--- src/rtl/pokey_scan_pkg.sv ---
// Shared types and sizing helpers for the four-channel scan capture block.
package pokey_scan_pkg;

  typedef enum logic [1:0] {
    IDLE   = 2'd0,
    SETTLE = 2'd1,
    SAMPLE = 2'd2,
    COMMIT = 2'd3
  } scan_state_t;

  localparam int NUM_CH = 4;
  localparam int SEL_W  = 2;

  // Bits needed to hold SETTLE_CYCLES-1; never narrower than one bit.
  function automatic int cnt_width(input int settle_cycles);
    return (settle_cycles > 1) ? $clog2(settle_cycles) : 1;
  endfunction

endpackage

--- src/rtl/scan_settle_timer.sv ---
// Load/decrement settle counter; zero flags that the held select has settled.
module scan_settle_timer
  import pokey_scan_pkg::*;
#(
  parameter int SETTLE_CYCLES = 2
) (
  input  logic clk,
  input  logic rst_n,
  input  logic load,
  input  logic dec,
  output logic zero
);

  localparam int CNT_W = cnt_width(SETTLE_CYCLES);
  localparam logic [CNT_W-1:0] RELOAD = CNT_W'(SETTLE_CYCLES - 1);

  logic [CNT_W-1:0] cnt_q;
  logic [CNT_W-1:0] cnt_d;

  always_comb begin
    cnt_d = cnt_q;
    if (load) begin
      cnt_d = RELOAD;
    end else if (dec && (cnt_q != '0)) begin
      cnt_d = cnt_q - 1'b1;
    end
  end

  always_ff @(posedge clk) begin
    if (!rst_n) begin
      cnt_q <= '0;
    end else begin
      cnt_q <= cnt_d;
    end
  end

  assign zero = (cnt_q == '0);

endmodule

--- src/rtl/chan_scan_capture.sv ---
// Round-robin 4:1 line scanner rebuilding a registered image of four sources.
// Optional two-scan debounce of the committed image when SCAN_DEBOUNCE_EN is defined.
module chan_scan_capture
  import pokey_scan_pkg::*;
#(
  parameter int SETTLE_CYCLES = 2,
  parameter int NUM_CH        = 4
) (
  input  logic              clk,
  input  logic              rst_n,
  input  logic              enable,
  input  logic              a_in,
  output logic [SEL_W-1:0]  sel,
  output logic [NUM_CH-1:0] y_q,
  output logic              scan_done,
  output logic              changed,
  output logic              busy
);

  localparam logic [SEL_W-1:0] LAST_CH = SEL_W'(NUM_CH - 1);

  scan_state_t       state_q, state_d;
  logic [SEL_W-1:0]  ch_q, ch_d;
  logic [SEL_W-1:0]  sel_q, sel_d;
  logic [NUM_CH-1:0] raw_q, raw_d;
  logic [NUM_CH-1:0] prev_raw_q, prev_raw_d;
  logic [NUM_CH-1:0] y_d;
  logic              scan_done_q, scan_done_d;
  logic              changed_q, changed_d;
  logic              busy_q, busy_d;

  logic [NUM_CH-1:0] raw_smp;
  logic [NUM_CH-1:0] next_y;
  logic              cnt_load;
  logic              cnt_zero;

  scan_settle_timer #(
    .SETTLE_CYCLES (SETTLE_CYCLES)
  ) u_settle (
    .clk   (clk),
    .rst_n (rst_n),
    .load  (cnt_load),
    .dec   (state_q == SETTLE),
    .zero  (cnt_zero)
  );

  // Reload whenever the FSM is about to enter SETTLE.
  assign cnt_load = ((state_q == IDLE)   && enable) ||
                    ((state_q == SAMPLE) && (ch_q != LAST_CH)) ||
                    ((state_q == COMMIT) && enable);

  always_comb begin
    raw_smp       = raw_q;
    raw_smp[ch_q] = a_in;
  end

  always_comb begin
`ifdef SCAN_DEBOUNCE_EN
    next_y = (raw_smp & ~(raw_smp ^ prev_raw_q)) | (y_q & (raw_smp ^ prev_raw_q));
`else
    next_y = raw_smp;
`endif
  end

  // The image and its pulses are registered on the last sample so that
  // y_q, scan_done and changed all appear together in the COMMIT cycle.
  always_comb begin
    state_d     = state_q;
    ch_d        = ch_q;
    sel_d       = sel_q;
    raw_d       = raw_q;
    prev_raw_d  = prev_raw_q;
    y_d         = y_q;
    scan_done_d = 1'b0;
    changed_d   = 1'b0;
    case (state_q)
      IDLE: begin
        if (enable) begin
          state_d = SETTLE;
          ch_d    = '0;
          sel_d   = '0;
        end
      end
      SETTLE: begin
        if (cnt_zero) begin
          state_d = SAMPLE;
        end
      end
      SAMPLE: begin
        raw_d = raw_smp;
        if (ch_q == LAST_CH) begin
          state_d     = COMMIT;
          y_d         = next_y;
          scan_done_d = 1'b1;
          changed_d   = |(next_y ^ y_q);
        end else begin
          state_d = SETTLE;
          ch_d    = ch_q + 1'b1;
          sel_d   = ch_q + 1'b1;
        end
      end
      COMMIT: begin
        prev_raw_d = raw_q;
        if (enable) begin
          state_d = SETTLE;
          ch_d    = '0;
          sel_d   = '0;
        end else begin
          state_d = IDLE;
        end
      end
      default: state_d = IDLE;
    endcase
    busy_d = (state_d != IDLE);
  end

  always_ff @(posedge clk) begin
    if (!rst_n) begin
      state_q     <= IDLE;
      ch_q        <= '0;
      sel_q       <= '0;
      raw_q       <= '0;
      prev_raw_q  <= '0;
      y_q         <= '0;
      scan_done_q <= 1'b0;
      changed_q   <= 1'b0;
      busy_q      <= 1'b0;
    end else begin
      state_q     <= state_d;
      ch_q        <= ch_d;
      sel_q       <= sel_d;
      raw_q       <= raw_d;
      prev_raw_q  <= prev_raw_d;
      y_q         <= y_d;
      scan_done_q <= scan_done_d;
      changed_q   <= changed_d;
      busy_q      <= busy_d;
    end
  end

  assign sel       = sel_q;
  assign scan_done = scan_done_q;
  assign changed   = changed_q;
  assign busy      = busy_q;

endmodule

--- config.mk ---
export PLATFORM = sky130hd
export DESIGN_NAME = chan_scan_capture
export DESIGN_NICKNAME = d
export VERILOG_FILES = /design/src/rtl/pokey_scan_pkg.sv /design/src/rtl/scan_settle_timer.sv /design/src/rtl/chan_scan_capture.sv
export SDC_FILE = /design/constraint.sdc
export NUM_CORES = 1
export LEC_CHECK = 0
export ABC_AREA = 0
export CORE_UTILIZATION = 30
export CTS_BUF_LIST = sky130_fd_sc_hd__clkbuf_16
export DETAILED_ROUTE_END_ITERATION = 10
export SLEW_MARGIN = 20
export SYNTH_ARGS = -nofsm -noshare
export SYNTH_HDL_FRONTEND = slang
export SYNTH_SLANG_ARGS = --single-unit
--- constraint.sdc ---
create_clock -name clk -period 1.4 [get_ports clk]
set_input_delay 0.35 -clock clk [delete_from_list [all_inputs] [get_ports clk]]
set_output_delay 0.35 -clock clk [all_outputs]
set_load 0.02 [all_outputs]
==> summary.txt, run 1 <==
Logic synthesis
  • Netlist cell types: 25
  • Dominant synthesized flop cell: dfxtp_1
  • Most frequent cells after synthesis: dfxtp_1, nand2_1, ha_1
  • Net count after synthesis: 104
  • Sequential area share after synthesis: 38.0%
  • Post-synth top area cell: dfxtp_1
  • Ys async rst share: 0%
  • Synthesized cell area: 843 um^2
  • Synth warn: 0
  • Mean Syn Cell Area: 9.27 um^2
  • Post-synth EDFFs: 0
  • Most common cell in the netlist: dfxtp_1
  • Top cells by area, synth: dfxtp_1, ha_1, nand2_1
  • Post-Syn Instances: 91
  • Area share of the leading cell type in the synthesized netlist: 38.0%
  • Synth Register Bits: 16

GRT
  • First-pass GRT wire length: 2970 um
  • Antenna violations before repair: 0
  • Vias in the first global route: 703
  • Met3 Resource Use GR: about 5.7%
  • Largest net degree at the start of global routing: 10
  • GR Overflow Total: 0
  • GRT Total Usage: between 10% and 20%
  • Met2 Use GR: about 26%
  • Met1 Track Usage GR: 15.6%
  • Global-route layer with the greatest usage: met2

CTS
  • Max clock buf depth: 2
  • Num CTS Buffers: 3
  • H-tree levels: 1
  • Clk slew on worst S/H paths: roughly 0.050 ns
  • CTS tree: built
  • Clock Latency Late Sink: between 0.2 and 0.3 ns
  • Total clock sinks: 16
  • CTS root buf: clkbuf_16
  • Cts hold-fix bufs: 0

Layout
  • Finished Cell Area: roughly 1300 um^2
  • Post-layout net count: 134
  • Layout cells sized above 1: 36.7%
  • ANT cells: 0
  • Fin util: 50.9%
  • Area growth syn-to-layout: 54.9%

Timing
  • Fin. max-slew vios: 0
  • RSZ-0062 raised after global routing: yes
  • Finish-stage setup viols: 1
  • Worst-margin pin slew: 0.340 ns
  • Fmax: 0.689 GHz
  • Final min period: 1.45 ns
  • Clock skew: 0.00185 ns
  • Sum of negative setup slack: -0.0511 ns
  • Max transition margin: 77.3%
  • Final count of hold timing violations: 0
  • Tcrit/Tclk final: 104%
  • Setup WS post-layout: -0.0511 ns

Worst setup path
  • Critical path's top delay family: flip-flops
  • Nature of the critical path endpoint: flip-flop
  • Startpoint class of the critical path: flip-flop
  • Max incr delay on CP: 0.40 ns
  • Worst Path Required: 1.53 ns
  • CP Cell Sequence: inv_6, ha_4, mux2i_4, xnor2_1, o41a_1
  • CP max FO: 4
  • Crit-path slowest cell: dfxtp_4
  • Critical path arrival: 1.58 ns
  • CP Buf/Inv Count: 1
  • CP Class: reg -> reg

Placement
  • Cell Area, Placed: between 1000 and 1500 um^2
  • Port Buf Inserts: 12
  • RD Place Congestion: roughly 0.74
  • Dpl hpwl: about 1300 um

Drt
  • Routed WL: 1970 um
  • Detail Route Antenna Nets: 0
  • Drt wl/cell: 13.1 um
  • Drt pass-1 iters: 4
  • DR DRC count: 0
  • Via-to-Cell Ratio: 4.89
  • Total number of vias: between 700 and 800
  • 1st-iter DRT viols: 9

Power
  • Tot Pwr: 2220 uW
  • Switching pwr: 766 uW
  • Combinational share of power: a little under half
  • VDD IR max: 0.000991 V
  • Leak: ~0.00056 uW
  • Seq pwr share: 28.5%
  • Internal power: around 1400 uW
  • Switching part of the total: 34.6%
  • PD cells: 1700 nW/um^2
  • Clock Power Share: 25.4%

Status
  • Failing checks: setup timing
  • Status: finished, violations left

Die
  • Die ar.: 3030 um^2
  • Num ports: 13
  • Die H: about 55 um
  • Row cnt: 18
  • Core footprint: around 2600 um^2
  • Die Wd: roughly 55 um
  • Initial Util: 32.8%

Job
  • Max cap viols: 0

Min path
  • Hold Path Class: reg -> reg
-- through the flow --
step / std cells / worst slack (ns) / hold WS, ns
2_1_floorplan: 91 / -0.0210 / 0.443
3_3_place_gp: 143 / -0.305 / 0.459
3_5_place_dp: 143 / -0.381 / 0.464
4_1_cts: 149 / -0.0324 / 0.474
5_1_grt: 150 / -0.104 / 0.517
6_report: 150 / -0.0511 / 0.474
-- timing repair --
action	in CTS	in global routing
pin swaps	3	3
cloned	0	0
setup buffers	2	1
resized for setup	20	13
setup endpoints to repair	14	7
-- sequential cells by signal, summed over array words and instances (netlist names) --
name	count
busy	1
changed	1
raw_q	4
scan_done	1
sel	2
state_q	2
u_settle.cnt_q	1
y_q	4
-- cell families after synthesis --
group,after synthesis,synth area share (%)
AO/OA/AOI/OAI,21,18.7
flip-flops,16,38.0
adder cells (fa/ha/maj),9,13.4
AND/OR/NAND/NOR,26,14.2
XOR/XNOR,4,4.15
multiplexers,4,5.64
buffers and inverters,11,5.93
-- path summary, 6_finish.rpt --
kind | start | endpoint | slack, ns | depth (start not counted)
max reg2reg | sel[0] | changed | -0.05 | 5
min reg2reg | raw_q[3] | raw_q[3] | 0.47 | 2
max | sel[0] | changed | -0.05 | 5
min | raw_q[3] | raw_q[3] | 0.47 | 2
-- routing by layer --
| layer | share of wire, % | vias to the layer above |
|---|---|---|
| met5 | 0 | - |
| met4 | 0.91 | 0 |
| met3 | 5.1 | 2 |
| met2 | 50 | 19 |
| met1 | 44 | 343 |
| li1 | - | 370 |
-- power groups by stage --
stage / sequential, uW / combinational [uW] / clock, uW
2_1_floorplan: 645 / 484 / 0
3_3_place_gp: 618 / 784 / 0
3_5_place_dp: 619 / 802 / 0
4_1_cts: 617 / 877 / 573
5_1_grt: 641 / 1120 / 600
6_report: 631 / 1020 / 563
-- worst reg2reg max path, cell delays in order, from the launching register on --
cell     delay (ns)
dfxtp_4        0.40
inv_6          0.05
ha_4           0.17
mux2i_4        0.18
xnor2_1        0.14
o41a_1         0.39
-- placed cells by master (no fill, tap or decap), types with 3 or more instances in the layout --
master,instances
ha_1,3
nand3_1,5
dfxtp_1,12
o211a_1,3
dlygate4sd2_1,9
nand2_1,14
ha_4,5
inv_1,4
and2_1,4
clkbuf_16,3
a21boi_0,5
buf_4,17
xnor2_1,3
-- layout make-up --
class                           count  area, um^2
Clock inverter                      1        3.75
Tap cell                           30        37.5
Clock buffer                        3        75.1
Sequential cell                    16         330
Multi-Input combinational cell     64         594
Timing Repair Buffer               29         231
Inverter                            7        33.8
Fill cell                         245        1260
Note: power is estimated with default switching activity, not from simulation.
==> run 2: changes to the inputs <==
--- a/config.mk
+++ b/config.mk
@@ -9,7 +9,9 @@
 export CORE_UTILIZATION = 30
 export CTS_BUF_LIST = sky130_fd_sc_hd__clkbuf_16
 export DETAILED_ROUTE_END_ITERATION = 10
+export PLACE_DENSITY = 0.48
 export SLEW_MARGIN = 20
 export SYNTH_ARGS = -nofsm -noshare
 export SYNTH_HDL_FRONTEND = slang
 export SYNTH_SLANG_ARGS = --single-unit
+export TNS_END_PERCENT = 30
==> run 2 against run 1 <==
The run still ends with setup timing left. Register-to-register slack is essentially flat. Worst hold slack lost 0.011 ns. Global-route usage shrank 2.0 points. Largest cell class unchanged.
==> summary.txt, run 2 (synthesis gave the netlist of run 1 again) <==
Worst setup path
  • Reg2Reg Capture Point: changed
  • Critical path startpoint: sel[0]
  • Startpoint class of the critical path: flip-flop
  • Worst Path Required: 1.53 ns (about the same)
  • Critical register-to-register path startpoint: sel[0]
  • R2R Setup Slk: -0.05 ns (about the same)
  • CP endpoint: changed
  • CP Class: reg -> reg
  • CP max FO: 5 (+1)
  • Critical path arrival: 1.58 ns (about the same)
  • Nature of the critical path endpoint: flip-flop
  • R2R cell count: 5 (unchanged)

Layout
  • Layout cells sized above 1: 29.9% (-6.8 points)
  • Filler cell count: 263 (+7.3%)
  • Non-filler cells, final: 147 (-2.0%)
  • Top flop regs: raw_q (4), y_q (4)
  • Post-layout net count: 131 (-2.2%)
  • Finished Cell Area: 1250 um^2 (-4.3%)
  • Multi-input logic area: 561 um^2 (-5.7%)
  • Most frequent cells in the layout: nand2_1, buf_4, dfxtp_1
  • Area growth syn-to-layout: 48.2%
  • FF/Latch Area: 329 um^2 (-0.38%)
  • ANT cells: 0 (unchanged)

Timing
  • Fin. max-slew vios: 0 (unchanged)
  • Finish-stage setup viols: 1 (unchanged)
  • Hold slack: 0.464 ns (-0.0106 ns)
  • RSZ-0062 raised after global routing: yes
  • Max transition margin: 84.0% (+6.7 points)
  • Setup WS post-layout: -0.0527 ns (-0.00161 ns)
  • Final min period: 1.45 ns (+0.00161 ns)
  • Fmax: 0.688 GHz (-0.11%)
  • Final count of hold timing violations: 0 (unchanged)
  • Worst-margin pin slew: 0.233 ns (-0.108 ns)
  • Tcrit/Tclk final: 104% (+0.11 points)
  • Clock skew: 0.00144 ns (-0.000409 ns)

Drt
  • 1st-iter DRT viols: 8 (-1)
  • Via-to-Cell Ratio: 4.76 (-2.7%)
  • Routed WL: 1630 um (-17%)
  • Total number of vias: 700 (-4.6%)
  • Drt wl/cell: 11.1 um (-16%)
  • Detail Route Antenna Nets: 0 (unchanged)
  • DR DRC count: 0 (unchanged)
  • Drt pass-1 iters: 4 (unchanged)

Placement
  • Cell Area, Placed: 1130 um^2 (-0.11%)
  • Dpl hpwl: 1220 um (-6.8%)
  • # placed instances: 143 (unchanged)
  • Place WS: -0.340 ns (+0.0409 ns)
  • Port Buf Inserts: 12 (unchanged)
  • RD Place Congestion: 0.708 (-3.9%)

Die
  • Die Wd: 55.0 um (unchanged)
  • Die ar.: 3030 um^2 (unchanged)
  • Core footprint: 2570 um^2 (unchanged)
  • Num ports: 13 (unchanged)
  • Row cnt: 18 (unchanged)
  • Die H: 55.0 um (unchanged)
  • Initial Util: 32.8% (unchanged)

GRT
  • GR Overflow Total: 0 (unchanged)
  • Largest net degree at the start of global routing: 10 (unchanged)
  • Antenna violations before repair: 0 (unchanged)
  • Vias in the first global route: 623 (-11%)
  • GRT Total Usage: 12.7% (-2.0 points)
  • First-pass GRT wire length: 2670 um (-10%)

Status
  • Status: finished, violations left
  • Failing checks: setup timing

CTS
  • Clock Latency Late Sink: 0.24 ns (about the same)
  • Clk slew on worst S/H paths: 0.05 ns (about the same)
  • Cts hold-fix bufs: 0 (unchanged)
  • CTS tree: built
  • Total clock sinks: 16 (unchanged)
  • Setup bufs post-CTS: 0 (-2)
  • Num CTS Buffers: 3 (unchanged)
  • CTS root buf: clkbuf_16
  • Max clock buf depth: 2 (unchanged)
  • H-tree levels: 1 (unchanged)

Min path
  • Hold Path Class: reg -> reg
  • Hold path cells: 2 (unchanged)

Job
  • Max cap viols: 0 (unchanged)

Power
  • Leak: 0.000540 uW (-4.1%)
  • VDD IR max: 0.00103 V (+3.9%)
  • PD cells: 1670 nW/um^2 (-1.3%)
==> run 2: cell type report <==
| class | instances | share of cell area [%] |
|---|---|---|
| well taps | 30 | 3.00 |
| multi-input cells | 64 | 44.8 |
| flip-flops and latches | 16 | 26.3 |
| repair buffers | 26 | 17.0 |
| clock buffers | 3 | 6.01 |
| inverters | 7 | 2.50 |
| clock inverters | 1 | 0.300 |
==> run 2: critical path, stage by stage (launching register included) <==
cell and delay (ns):
dfxtp_4 0.39, inv_4 0.06, ha_4 0.17, mux2i_4 0.18
xnor2_1 0.14, o41a_1 0.39
==> run 2: through the flow <==
step | power, uW | setup TNS, ns | utilization [%]
finish | 2090 | -0.0527 | 48.7
global route | 2270 | -0.147 | 48.7
CTS | 1990 | -0.152 | 46.7
detailed placement | 1440 | -0.629 | 44.1
global placement | 1450 | -0.656 | 44.1
floorplan | 1130 | -0.0305 | -
==> run 2: how the worst min path moves through the flow <==
| stage | slack (ns) | endpoint | startpoint |
|---|---|---|---|
| CTS | 0.47 | raw_q[1] | raw_q[1] |
| floorplan | 0.44 | raw_q[1] | raw_q[1] |
| global route | 0.48 | raw_q[1] | raw_q[1] |
| finish | 0.46 | raw_q[1] | raw_q[1] |
| global placement | 0.46 | raw_q[1] | raw_q[1] |
| detailed placement | 0.46 | raw_q[3] | raw_q[3] |
==> run 2: report_power, final <==
part           total, uW  switching [uW]  internal [uW]
clock                554             175            379
sequential           618            76.8            542
combinational        921             442            478
==> run 2: per-layer routing <==
| layer | up-vias | share of wire (%) | global-route usage (%) |
|---|---|---|---|
| li1 | 360 | - | - |
| met1 | 326 | 46 | 16.4 |
| met2 | 14 | 49 | 18.9 |
| met3 | 0 | 4.8 | 5.74 |
| met4 | 0 | 0 | 3.75 |
| met5 | - | 0 | 0 |
==> run 2: timing repair <==
item | 4_1_cts | 5_1_grt
setup endpoints to repair | 13 | 13
gates resized for setup | 10 | 13
pin swaps | 0 | 1
==> run 3: changes to the inputs <==
--- a/config.mk
+++ b/config.mk
@@ -6,6 +6,7 @@
 export NUM_CORES = 1
 export LEC_CHECK = 0
 export ABC_AREA = 0
+export CORE_ASPECT_RATIO = 1.1
 export CORE_UTILIZATION = 30
 export CTS_BUF_LIST = sky130_fd_sc_hd__clkbuf_16
 export DETAILED_ROUTE_END_ITERATION = 10
==> constraint.sdc (replaced) <==
create_clock -name clk -period 1.4 [get_ports clk]
set_input_delay 0.28 -clock clk [delete_from_list [all_inputs] [get_ports clk]]
set_output_delay 0.28 -clock clk [all_outputs]
set_load 0.02 [all_outputs]
==> run 3 against run 2 <==
The flow still finishes with violations (setup timing). Via count increased by 0.71%. First-iteration DRC count unchanged. Clock-buffer cell count stayed put. Global-route usage up 0.055 points. Worst hold slack lost 0.0013 ns. Setup slack better by 0.010 ns. Largest power group unchanged.
==> summary.txt, run 3 (synthesis gave the netlist of run 1 again) <==
Status
  • Status: finished, violations left
  • Failing checks: setup timing

Timing
  • Fmax: 0.693 GHz (+0.71%)
  • Finish-stage setup viols: 1 (unchanged)
  • Tcrit/Tclk final: 103% (-0.74 points)
  • Setup WS post-layout: -0.0424 ns (+0.0103 ns)
  • RSZ-0062 raised after global routing: yes
  • Max transition margin: 84.4% (+0.32 points)
  • Final count of hold timing violations: 0 (unchanged)
  • Fin. max-slew vios: 0 (unchanged)
  • Sum of negative setup slack: -0.0424 ns (+0.0103 ns)
  • Clock skew: 0.00106 ns (-0.000377 ns)
  • Worst-margin pin slew: 0.228 ns (-0.00468 ns)
  • Final min period: 1.44 ns (-0.0103 ns)

Layout
  • FF/Latch Area: 328 um^2 (-0.38%)
  • Multi-input logic area: 552 um^2 (-1.6%)
  • ANT cells: 0 (unchanged)
  • Most frequent cells in the layout: buf_4, nand2_1, dfxtp_1
  • Most common cell after layout, fill and taps aside: buf_4
  • Fin util: 48.5% (-0.21 points)
  • Filler cell count: 249 (-5.3%)
  • Non-filler cells, final: 149 (+1.4%)
  • Area growth syn-to-layout: 49.0%
  • Top flop regs: raw_q (4), y_q (4)
  • Layout cells sized above 1: 31.4% (+1.4 points)
  • Finished Cell Area: 1260 um^2 (+0.50%)
  • Post-layout net count: 133 (+1.5%)

Power
  • Seq pwr share: 28.9% (-0.6 points)
  • Switching pwr: 689 uW (-0.84%)
  • Combinational share of power: 44.9% (+0.9 points)
  • PD cells: 1660 nW/um^2 (-0.69%)
  • Internal power: 1400 uW (+0.13%)
  • Switching part of the total: 33.0% (-0.21 points)
  • Leak: 0.000553 uW (+2.4%)
  • VDD IR max: 0.000958 V (-7.0%)
  • Clock Power Share: 26.2% (-0.3 points)
  • Tot Pwr: 2090 uW (-0.19%)

Placement
  • Port Buf Inserts: 12 (unchanged)
  • Dpl hpwl: 1300 um (+6.1%)
  • # placed instances: 144 (+0.70%)
  • RD Place Congestion: 0.743 (+5.0%)
  • Cell Area, Placed: 1130 um^2 (+0.11%)

Worst setup path
  • Startpoint class of the critical path: flip-flop
  • Critical register-to-register path startpoint: sel[0]
  • Critical path arrival: 1.57 ns (about the same)
  • R2R Setup Slk: -0.04 ns (about the same)
  • Crit-path slowest cell: o41a_1
  • CP Class: reg -> reg
  • Critical path startpoint: sel[0]
  • CP endpoint: changed
  • Reg2Reg Capture Point: changed
  • Worst Path Required: 1.53 ns (about the same)
  • Max incr delay on CP: 0.41 ns (+0.02 ns)
  • CP Cell Sequence: inv_4, ha_4, mux2i_2, xnor2_1, o41a_1
  • CP max FO: 5 (unchanged)
  • Nature of the critical path endpoint: flip-flop
  • R2R cell count: 5 (unchanged)

CTS
  • CTS root buf: clkbuf_16
  • H-tree levels: 1 (unchanged)
  • Clk slew on worst S/H paths: 0.05 ns (about the same)
  • Cts hold-fix bufs: 0 (unchanged)
  • Max clock buf depth: 2 (unchanged)
  • CTS tree: built
  • Clock Latency Late Sink: 0.24 ns (about the same)
  • Total clock sinks: 16 (unchanged)
  • Num CTS Buffers: 3 (unchanged)

Die
  • Row cnt: 19 (+1)
  • Die ar.: 3030 um^2 (about the same)
  • Core footprint: 2590 um^2 (+0.93%)
  • Initial Util: 32.5% (-0.30 points)
  • Num ports: 13 (unchanged)
  • Die H: 57.6 um (+4.7%)
  • Die Wd: 52.6 um (-4.5%)

GRT
  • Antenna violations before repair: 0 (unchanged)
  • Largest net degree at the start of global routing: 9 (-1)
  • GR Overflow Total: 0 (unchanged)
  • Vias in the first global route: 646 (+3.7%)
  • GRT Total Usage: 12.8% (+0.055 points)
  • First-pass GRT wire length: 2750 um (+3.1%)

Job
  • Max cap viols: 0 (unchanged)

Drt
  • Via-to-Cell Ratio: 4.73 (-0.64%)
  • DR DRC count: 0 (unchanged)
  • Detail Route Antenna Nets: 0 (unchanged)
  • Drt pass-1 iters: 4 (unchanged)
  • 1st-iter DRT viols: 8 (unchanged)
  • Routed WL: 1680 um (+2.9%)
  • Drt wl/cell: 11.2 um (+1.5%)
  • Total number of vias: 705 (+0.71%)

Min path
  • Hold Path Class: in -> reg
==> run 3: power by group through the flow <==
| stage | sequential, uW | combinational, uW | clock [uW] |
|---|---|---|---|
| 6_report | 604 | 937 | 548 |
| 5_1_grt | 619 | 1030 | 579 |
| 4_1_cts | 600 | 839 | 562 |
| 3_5_place_dp | 610 | 847 | 0 |
| 3_3_place_gp | 609 | 846 | 0 |
| 2_1_floorplan | 643 | 484 | 0 |
==> run 3: area by class of cell <==
cell class / instances / area share, %
Clock buffer: 3 / 5.98
Inverter: 7 / 2.49
Multi-Input combinational cell: 64 / 43.9
Sequential cell: 16 / 26.1
Tap cell: 31 / 3.09
Timing Repair Buffer: 28 / 18.4
==> run 3: worst min-delay path by stage <==
stage,startpoint,endpoint,cells past startpoint
4_1_cts,raw_q[1],raw_q[1],2
3_5_place_dp,raw_q[1],raw_q[1],2
5_1_grt,raw_q[0],raw_q[0],2
6_report,a_in,raw_q[3],3
3_3_place_gp,raw_q[1],raw_q[1],2
2_1_floorplan,rst_n,sel[0],1
==> run 3: metal layers <==
layer / vias up / wire length (um) / track usage, % / part of all wire, %
met5: - / 0 / 0 / 0
met4: 0 / 42 / 7.89 / 2.5
met3: 6 / 39 / 3.20 / 2.3
met2: 12 / 823 / 20.8 / 49
met1: 318 / 771 / 14.7 / 46
li1: 369 / - / - / -
==> run 3: stage by stage <==
step | hold slack [ns] | worst slack [ns]
floorplan | 0.423 | -0.0210
global placement | 0.458 | -0.246
detailed placement | 0.466 | -0.282
CTS | 0.470 | -0.0476
global route | 0.493 | -0.0843
finish | 0.462 | -0.0424
==> run 3: worst max-delay path, delay by kind of cell (launching register included) <==
kind / cells / cell delay (ns)
fa+ha+maj: 1 / 0.14
flops: 1 / 0.37
compound gates: 1 / 0.41
buf+inv: 1 / 0.08
mux: 1 / 0.24
xor+xnor: 1 / 0.09
==> run 3: timing repair <==
item / in CTS / in global routing
setup buffers: 0 / 2
gates resized for setup: 11 / 13
pin swaps: 0 / 4
setup endpoints to repair: 12 / 9
